File: src/rtl/invader_formation_ctrl.sv
// invader_formation_ctrl
//
// Purpose:
//   Sequences the invader formation drawn by the colour mapper. Owns the
//   alive map (enemy_status), the formation x offset (enemy_offset) and the
//   sprite frame select (animation_offset). While a wave is running the
//   formation marches one STEP_PX step every `period` frame strobes and turns
//   around at the screen edges. Hit requests from the player-missile logic
//   are resolved here: the addressed invader is cleared and kill/miss is
//   reported one cycle later.
//
// Optional feature (macro SPEEDUP_EN):
//   When defined, the step period shrinks as invaders die:
//   period = 1 + alive_count[5:3], sampled whenever the frame counter reloads.
//   When undefined, period = STEP_FRAMES_BASE always.
//
// Ports:
//   Clk              in   system clock
//   Reset            in   synchronous, active-high reset
//   frame_clk        in   VGA frame strobe (rising edge detected internally)
//   start            in   level; starts a wave from IDLE or CLEARED
//   hit_valid        in   1-cycle hit request
//   hit_col[3:0]     in   hit column 0..9
//   hit_row[2:0]     in   hit row 0..5 (0 = top)
//   hit_ack          out  1-cycle pulse, the cycle after hit_valid
//   hit_kill         out  qualifies hit_ack: 1 = live invader destroyed
//   enemy_status     out  alive bits, [col][row]
//   enemy_offset     out  formation x offset (x of column 0)
//   animation_offset out  sprite frame select, 0 or 8
//   alive_count      out  number of live invaders, 0..60
//   marching_right   out  current march direction
//   cleared          out  high while the wave is cleared
//   state_dbg[1:0]   out  FSM state (0 IDLE, 1 MARCH, 2 CLEARED)
//
// Handshake: hit_valid is a single-cycle request with no back-pressure; every
// cycle with hit_valid high (outside reset) produces exactly one hit_ack on the
// following cycle, with hit_kill valid alongside it.

module invader_formation_ctrl #(
  parameter logic [9:0] START_OFFSET     = 10'd16,
  parameter logic [9:0] STEP_PX          = 10'd4,
  parameter logic [3:0] STEP_FRAMES_BASE = 4'd8,
  parameter logic [9:0] SCREEN_W         = 10'd640
) (
  input  logic            Clk,
  input  logic            Reset,
  input  logic            frame_clk,
  input  logic            start,
  input  logic            hit_valid,
  input  logic [3:0]      hit_col,
  input  logic [2:0]      hit_row,
  output logic            hit_ack,
  output logic            hit_kill,
  output logic [9:0][5:0] enemy_status,
  output logic [9:0]      enemy_offset,
  output logic [7:0]      animation_offset,
  output logic [5:0]      alive_count,
  output logic            marching_right,
  output logic            cleared,
  output logic [1:0]      state_dbg
);

  localparam logic [1:0] S_IDLE    = 2'd0;
  localparam logic [1:0] S_MARCH   = 2'd1;
  localparam logic [1:0] S_CLEARED = 2'd2;

  localparam logic [5:0] FULL_COUNT = 6'd60;
  localparam logic [7:0] ANIM_ALT   = 8'd8;

  logic [1:0] state;
  logic       frame_clk_q;
  logic [3:0] frame_cnt;
  logic [3:0] period_cur;

`ifdef SPEEDUP_EN
  // Full wave: 1 + 60[5:3] = 8 frames per step.
  localparam logic [3:0] PERIOD_FULL = 4'd1 + {1'b0, FULL_COUNT[5:3]};
  logic [3:0] period_q;
  assign period_cur = period_q;
`else
  assign period_cur = STEP_FRAMES_BASE;
`endif

  // ---------------------------------------------------------------------------
  // Combinational decode
  // ---------------------------------------------------------------------------
  logic            frame_edge;
  logic            step_fire;
  logic            wave_init;
  logic [3:0]      right_col;
  logic [10:0]     right_reach;
  logic [9:0]      step_offset;
  logic            step_right;
  logic            hit_in_range;
  logic            hit_cell_alive;
  logic            hit_kill_d;
  logic [9:0][5:0] clear_mask;

  assign frame_edge = frame_clk & ~frame_clk_q;

  // A step is suppressed once the last invader is gone so offset and
  // animation freeze on the cycle before the CLEARED transition.
  assign step_fire = (state == S_MARCH) && frame_edge && (alive_count != 6'd0) &&
                     (frame_cnt == (period_cur - 4'd1));

  assign wave_init = start && ((state == S_IDLE) || (state == S_CLEARED));

  // Rightmost column with any live invader; edge check uses pre-hit status.
  always_comb begin
    right_col = 4'd0;
    for (int c = 0; c < 10; c++) begin
      if (|enemy_status[c]) right_col = 4'(c);
    end
  end

  // Right end of the formation after a step: offset + step + R*64 + 32 (sprite width).
  assign right_reach = {1'b0, enemy_offset} + {1'b0, STEP_PX} +
                       {1'b0, right_col, 6'b0} + 11'd32;

  always_comb begin
    step_offset = enemy_offset;
    step_right  = marching_right;
    if (marching_right) begin
      if (right_reach > {1'b0, SCREEN_W}) step_right = 1'b0;
      else                                step_offset = enemy_offset + STEP_PX;
    end else begin
      if ({1'b0, enemy_offset} < {1'b0, STEP_PX}) step_right = 1'b1;
      else                                        step_offset = enemy_offset - STEP_PX;
    end
  end

  // Hit resolution: only a live cell inside the 10x6 grid during MARCH kills.
  assign hit_in_range = (hit_col <= 4'd9) && (hit_row <= 3'd5);

  always_comb begin
    hit_cell_alive = 1'b0;
    for (int c = 0; c < 10; c++) begin
      for (int r = 0; r < 6; r++) begin
        if ((hit_col == 4'(c)) && (hit_row == 3'(r))) hit_cell_alive = enemy_status[c][r];
      end
    end
  end

  assign hit_kill_d = hit_valid && (state == S_MARCH) && hit_in_range && hit_cell_alive;

  always_comb begin
    clear_mask = '0;
    for (int c = 0; c < 10; c++) begin
      for (int r = 0; r < 6; r++) begin
        if (hit_kill_d && (hit_col == 4'(c)) && (hit_row == 3'(r))) clear_mask[c][r] = 1'b1;
      end
    end
  end

  // ---------------------------------------------------------------------------
  // State
  // ---------------------------------------------------------------------------
  always_ff @(posedge Clk) begin
    if (Reset) begin
      state            <= S_IDLE;
      frame_clk_q      <= 1'b0;
      frame_cnt        <= 4'd0;
      enemy_status     <= '1;
      alive_count      <= FULL_COUNT;
      enemy_offset     <= START_OFFSET;
      animation_offset <= 8'd0;
      marching_right   <= 1'b1;
      hit_ack          <= 1'b0;
      hit_kill         <= 1'b0;
`ifdef SPEEDUP_EN
      period_q         <= PERIOD_FULL;
`endif
    end else begin
      frame_clk_q <= frame_clk;
      hit_ack     <= hit_valid;
      hit_kill    <= hit_kill_d;

      // Hit and step may land on the same edge; both take effect.
      enemy_status <= enemy_status & ~clear_mask;
      if (hit_kill_d) alive_count <= alive_count - 6'd1;

      case (state)
        S_MARCH: begin
          if (alive_count == 6'd0) begin
            state <= S_CLEARED;
          end else if (step_fire) begin
            frame_cnt        <= 4'd0;
            enemy_offset     <= step_offset;
            marching_right   <= step_right;
            animation_offset <= (animation_offset == 8'd0) ? ANIM_ALT : 8'd0;
`ifdef SPEEDUP_EN
            period_q         <= 4'd1 + {1'b0, alive_count[5:3]};
`endif
          end else if (frame_edge) begin
            frame_cnt <= frame_cnt + 4'd1;
          end
        end
        S_IDLE, S_CLEARED: begin
          if (wave_init) begin
            state            <= S_MARCH;
            frame_cnt        <= 4'd0;
            enemy_status     <= '1;
            alive_count      <= FULL_COUNT;
            enemy_offset     <= START_OFFSET;
            animation_offset <= 8'd0;
            marching_right   <= 1'b1;
`ifdef SPEEDUP_EN
            period_q         <= PERIOD_FULL;
`endif
          end
        end
        default: state <= S_IDLE;
      endcase
    end
  end

  assign cleared   = (state == S_CLEARED);
  assign state_dbg = state;

endmodule

File: config.mk
export PLATFORM = sky130hd
export DESIGN_NAME = invader_formation_ctrl
export DESIGN_NICKNAME = d
export VERILOG_FILES = /design/src/rtl/invader_formation_ctrl.sv
export SDC_FILE = /design/constraint.sdc
export NUM_CORES = 1
export LEC_CHECK = 0
export ABC_AREA = 1
export CAP_MARGIN = 20
export CORE_MARGIN = 3
export CORE_UTILIZATION = 47
export DETAILED_ROUTE_END_ITERATION = 6
export GPL_ROUTABILITY_DRIVEN = 0
export PLACE_DENSITY = 0.82
export SYNTH_ARGS = -nofsm -noshare
export SYNTH_HDL_FRONTEND = slang
export SYNTH_SLANG_ARGS = --single-unit
File: constraint.sdc
create_clock -name Clk -period 3.5 [get_ports Clk]
set_input_delay 0.35 -clock Clk [delete_from_list [all_inputs] [get_ports Clk]]
set_output_delay 0.35 -clock Clk [all_outputs]
set_load 0.05 [all_outputs]
# After elaboration in Yosys (flattened, before gate mapping)
# Index checks and enable logic that the tools add are counted.
# W data, S select, Z words.
word_totals:
  reg_bits: 94
  inputBits: 12
  elab_cells: 379
op_classes:
  add_sub_neg: 7
  n_lt_le_gt_ge: 4
  eq_ne: 24
  mux: 161
  n_bitwise: 4
  n_reduce_logical: 160
op_table:
  columns: ["cell", "n"]
  rows:
  - ["$logic_and A1 B1 Y1", 138]
  - ["$mux W1", 127]
  - ["$mux W60", 2]
  - ["$and A60 B60 Y60", 1]
  - ["$mux W10", 6]
  - ["$not A60 Y60", 1]
  - ["$reduce_or A6 Y1", 9]
  - ["$mux W4", 12]
  - ["$mux W8", 3]
  - ["$eq A4 B3 Y1 const B", 5]
  - ["$pmux W10 S2", 1]
  - ["$mux W6", 3]
  - ["$pmux W8 S2", 1]
  - ["$add A10 B3 Y11 const B", 1]
  - ["$add A11 B10 Y11", 1]
  - ["$add A11 B6 Y11 const B", 1]
  - ["$gt A11 B10 Y1 const B", 1]
  - ["$add A10 B3 Y10 const B", 1]
  - ["$lt A10 B3 Y1 const B", 1]
  - ["$sub A10 B3 Y10 const B", 1]
  - ["$ne A3 B3 Y1 const B", 3]
  - ["$eq A4 B2 Y1 const B", 2]
  - ["$eq A4 B4 Y1 const B", 2]
  - ["$logic_not A8 Y1", 1]
  - ["other kinds (29)", 36]

# Depth between registers and ports, before layout
depth:
  ltp_word: 70
  depth_mapped: 53

# Worst setup path after synthesis
# No wires, ideal clock.
synth_timing:
  path_type: "register to register"
  startpoint: "register enemy_status[2] (netlist name)"
  endpoint: "register enemy_status[31] (netlist name)"
  setup_time_ps: 126
  t_arrival_ps: 3403
  required_time_ps: 3374
  setup_slack_ps: -28
  path_stages_with_launch: 52
  synth_period_minus_slack_ps: 3528
  path_cell_list: "dfxtp_1 > inv_1 > o21ai_0 > nand2_1 > nand2_1 > nand2_1 > nand2_1 > nand2_1 > nand3_1 > nand2_1 > nand2_1 > nand2_1 > nand3_1 > nand2_1 > nand2_1 > nand2_1 > nand4_1 > nand2_1 > [... 16 more ...] > nand2_1 > nand2_1 > nand2_1 > nand2_1 > nand2_1 > nand2_1 > nand2_1 > nand2_1 > nand2_1 > nand2_1 > nand2_1 > nand2_2 > nand2_2 > buf_6 > buf_6 > nand3_2 > nand2_1 > nand2_1"
synth_via:
  elab_chain_len: 66
synth_lines:
  columns: ["item", "line", "rtl"]
  rows:
  - ["start, declared", "54", "output logic [9:0][5:0] enemy_status,"]
  - ["start signal, assigned", "179", "enemy_status <= enemy_status & ~clear_mask;"]
  - ["$mux W1 * (58 in a row)", "139", "if ((hit_col == 4'(c)) && (hit_row == 3'(r))) hit_cell_alive = enemy_status[c][r];"]
  - ["$logic_and A1 B1 Y1 *", "144", "assign hit_kill_d = hit_valid && (state == S_MARCH) && hit_in_range && hit_cell_alive;"]
  - ["$logic_and A1 B1 Y1 * (2 in a row)", "150", "if (hit_kill_d && (hit_col == 4'(c)) && (hit_row == 3'(r))) clear_mask[c][r] = 1'b1;"]
  - ["$mux W1 *", "150", null]
  - ["$not A60 Y60 *", "179", null]
  - ["$and A60 B60 Y60 *", "179", null]
  - ["$mux W60", "199", "if (wave_init) begin"]
  - ["$mux W60 *", "182", "case (state)"]
# Every way passes the cells marked *; elsewhere a longest branch is shown, timed or not.
# A chain may end at the register's enable or synchronous reset.

# Worst setup path in the final report
layout_timing:
  startpoint: "input port hit_col[1]"
  endpoint: "register alive_count[1]"
layout_via:
  elab_chain_len: 66
  elab_cells_between_ends: 137
layout_lines:
  columns: ["item", "line", "rtl"]
  rows:
  - ["start, declared", "50", "input logic [3:0] hit_col,"]
  - ["$logic_not A4 Y1", "139", null]
  - ["$logic_and A1 B1 Y1", "139", null]
  - ["$mux W1 (60 in a row)", "139", null]
  - ["$logic_and A1 B1 Y1 *", "144", null]
  - ["$mux W6 *", "180", "if (hit_kill_d) alive_count <= alive_count - 6'd1;"]
  - ["$mux W6", "199", null]
  - ["$mux W6 *", "182", null]
  - ["end signal, assigned", "180", null]
  - ["end, declared", "57", "output logic [5:0] alive_count,"]
# Marks and branches as above.

==> flow_metrics.env <==
export IMPL_synth_top_cells_by_count="nand2_1, nand3_1, dfxtp_1, inv_1, nor2_1"
export IMPL_synthMuxAreaShare_pct=0
export IMPL_synth_distinct_cells=42
export IMPL_synth_most_common_cell="nand2_1"
export IMPL_track_usage_pct=26.9
export IMPL_netlist_instances=724
export IMPL_finalSetupViolations=73
export IMPL_r2r_cells=50
export IMPL_fp_dieW_um=107
export IMPL_slew_viol_final=0
export IMPL_nets=909
export IMPL_status="complete, but fails checks"
export IMPL_wl_per_cell_um=15.8
export IMPL_period_minus_slack_ps=3890
export IMPL_n_antenna_cell=0
export IMPL_cp_required_ps=3760
export IMPL_core_um2=9910
export IMPL_rows=36
export IMPL_drive_above_1_share_pct=23.4
export IMPL_crit_top_cell="nand2_1"
export IMPL_numCtsBuffers=9
export IMPL_cp_top_family="simple AND/OR/NAND/NOR gates"
export IMPL_synth_top_area_cell="dfxtp_1"
export IMPL_grt_max_degree=61
export IMPL_synth_top_family_by_area="simple AND/OR/NAND/NOR gates"
export IMPL_slowest_stage="dlygate4sd2_1"
export IMPL_ys_ff_latch=85
export IMPL_vias=5740
export IMPL_io_buffers=92
export IMPL_seq_area_frac_synth_pct=35.2
export IMPL_ys_top_cells_by_area="dfxtp_1, nand2_1, nand3_1, inv_1, nand3_2"
export IMPL_drc=0
export IMPL_total_power_mw=1.94
export IMPL_synth_simple_area_share_pct=41.0
export IMPL_htreeDepth=3
export IMPL_critPathMaxFanout=6
export IMPL_clock_latency_ps=360
export IMPL_relSlewSlack_pct=58.3
export IMPL_worstSetupEndpoint="alive_count[1]"
export IMPL_worstMarginPinSlew_ps=625
export IMPL_rsz0062_at_grt="yes"
export IMPL_clock_sinks=85
export IMPL_area_delta_synth_final_pct=43.6
export IMPL_grt_remaining_overflow=0
export IMPL_cap_viol_max_count=0
export IMPL_synth_edf_count=0
export IMPL_hp_class="register to register"
export IMPL_antenna_found_initial=0
export IMPL_drt_iter0_drc=444
export IMPL_grt_pass1_wl_mm=25.2
export IMPL_synth_top_area_share_pct=35.2
export IMPL_hold_violations=0
export IMPL_post_route_period_util_pct=111
export IMPL_synth_xor_xnor_area_share_pct=1.27
export IMPL_antenna_left=0
export IMPL_rrSetupSlack_ps=-380
export IMPL_fin_ws_ps=-386
export IMPL_place_hpwl_mm=10.7
export IMPL_grt_pass1_vias=5393
export IMPL_worstSetupStartpointType="primary input"
export IMPL_r2r_start="enemy_status[0]"
export IMPL_via_per_inst=5.60
export IMPL_crit_buf_inv=3
export IMPL_synth_main_ff_cell="dfxtp_1"
export IMPL_ios=102
export IMPL_powerDensity_nw_per_um2=279
export IMPL_synthArstFlopShare_pct=0
export IMPL_setup_worst_path_class="primary input to register"
export IMPL_worstPathArrival_ps=4140
export IMPL_yosysWarnings=0
export IMPL_cts_tree="yes"
export IMPL_violations="setup timing"
export IMPL_clockBufferDepth=2
export IMPL_die_area_um2=11600
export IMPL_synth_cell_area_um2=4840
export IMPL_fmax_mhz=257
export IMPL_syn_avg_cell_area_um2=6.68
export IMPL_path_clk_slew_ps=90
export IMPL_initial_utilization_pct=48.8
export IMPL_path_depth=50
export IMPL_synth_compound_area_share_pct=8.76
export IMPL_die_y_um=107
export IMPL_slowest_delay_ps=270
export IMPL_holdBufCountCts=0
export IMPL_skew_ps=7.11
export IMPL_synthAdderAreaFrac_pct=2.33
export IMPL_hold_slack_ps=461
export IMPL_p_leak_nw=3.18
export IMPL_root_buffer="clkbuf_8"
export IMPL_r2r_end="alive_count[1]"
export IMPL_dr_pass1_iters=5
export IMPL_peakVddDrop_uv=202
export IMPL_crit_start="hit_col[1]"
export IMPL_routed_wl_mm=16.2
export IMPL_end_kind="register"
-- timing repair --
item                       in CTS  in global routing
pin swaps                       8                 15
gates cloned                    4                  1
setup buffers                  12                  3
gates resized for setup        61                 29
hold endpoints to repair        0                  0
setup endpoints to repair      74                 74
-- worst register-to-register path, delay by kind of cell, from the launching register on --
kind | cells | cell delay (ps)
compound gates | 1 | 150
buf+inv | 2 | 260
flops | 1 | 340
simple gates | 47 | 3020
-- sequential cells by signal, summed over array words and instances (netlist names) --
name / cells
marching_right: 1
alive_count: 6
frame_clk_q: 1
enemy_offset: 8
hit_kill: 1
enemy_status: 60
state_dbg: 2
hit_ack: 1
frame_cnt: 4
animation_offset: 1
-- cells in the final DEF, fill, tap and decap left out, types with 4 or more instances in the layout --
master,count
clkbuf_8,9
clkinv_2,4
nand2_2,18
nor3_1,17
buf_12,6
o21ai_0,24
or2_2,4
ha_1,9
nor2_4,5
buf_2,5
nor2_1,45
dfxtp_1,81
buf_4,79
inv_1,77
dfxtp_2,4
nand3b_1,8
nand2_1,191
inv_2,9
xor2_1,4
nand3_1,63
a31oi_1,8
clkdlybuf4s50_1,85
nand3_2,43
a21oi_1,19
or4_1,7
conb_1,9
nand4_1,9
-- final cells by class --
cell class	instances	area [um^2]
fillers	773	2960
clock buffers	10	128
inverters	88	335
repair buffers	183	1720
flip-flops and latches	85	1710
well taps	133	166
clock inverters	5	28.8
multi-input cells	521	2860
-- per-layer routing --
| layer | vias up | global-route usage, % | wire length (um) |
|---|---|---|---|
| li1 | 2670 | - | - |
| met1 | 2650 | 33.3 | 6360 |
| met2 | 348 | 46.0 | 7850 |
| met3 | 72 | 4.80 | 1370 |
| met4 | 0 | 11.3 | 580 |
| met5 | - | 0 | 0 |
-- how the worst min path moves through the flow --
stage                          from               to  slack [ps]  depth (start not counted)
finish              enemy_status[2]  enemy_status[2]         460                          2
global route        enemy_status[2]  enemy_status[2]         480                          2
CTS                 enemy_status[3]  enemy_status[3]         470                          2
detailed placement  enemy_status[3]  enemy_status[3]         450                          2
global placement    enemy_status[3]  enemy_status[3]         450                          2
floorplan              frame_cnt[2]     frame_cnt[2]         450                          2
-- cells by family after synthesis --
kind of cell             after synthesis
AO/OA/AOI/OAI                         72
XOR/XNOR                               7
adder cells (fa/ha/maj)                9
buffers and inverters                126
flip-flops                            85
other                                  1
AND/OR/NAND/NOR                      424
-- per-stage QoR --
stage / TNS, ps / worst slack, ps / area, um^2 / std cells / utilization (%)
final: -23610 / -386 / 6950 / 1025 / 70.2
after global routing: -57230 / -860 / 6950 / 1025 / 70.2
after global placement: -42440 / -670 / 6320 / 992 / 63.8
after detailed placement: -50790 / -811 / 6320 / 992 / 63.8
after floorplan: 0 / 36.2 / 4870 / 732 / -
after CTS: -11210 / -247 / 6830 / 1023 / 68.9
-- report_power, final --
| part | switching (mW) | internal [mW] |
|---|---|---|
| sequential | 0.0118 | 0.976 |
| clock | 0.361 | 0.251 |
| combinational | 0.223 | 0.116 |
No activity file was read; power rests on OpenSTA's default activity.
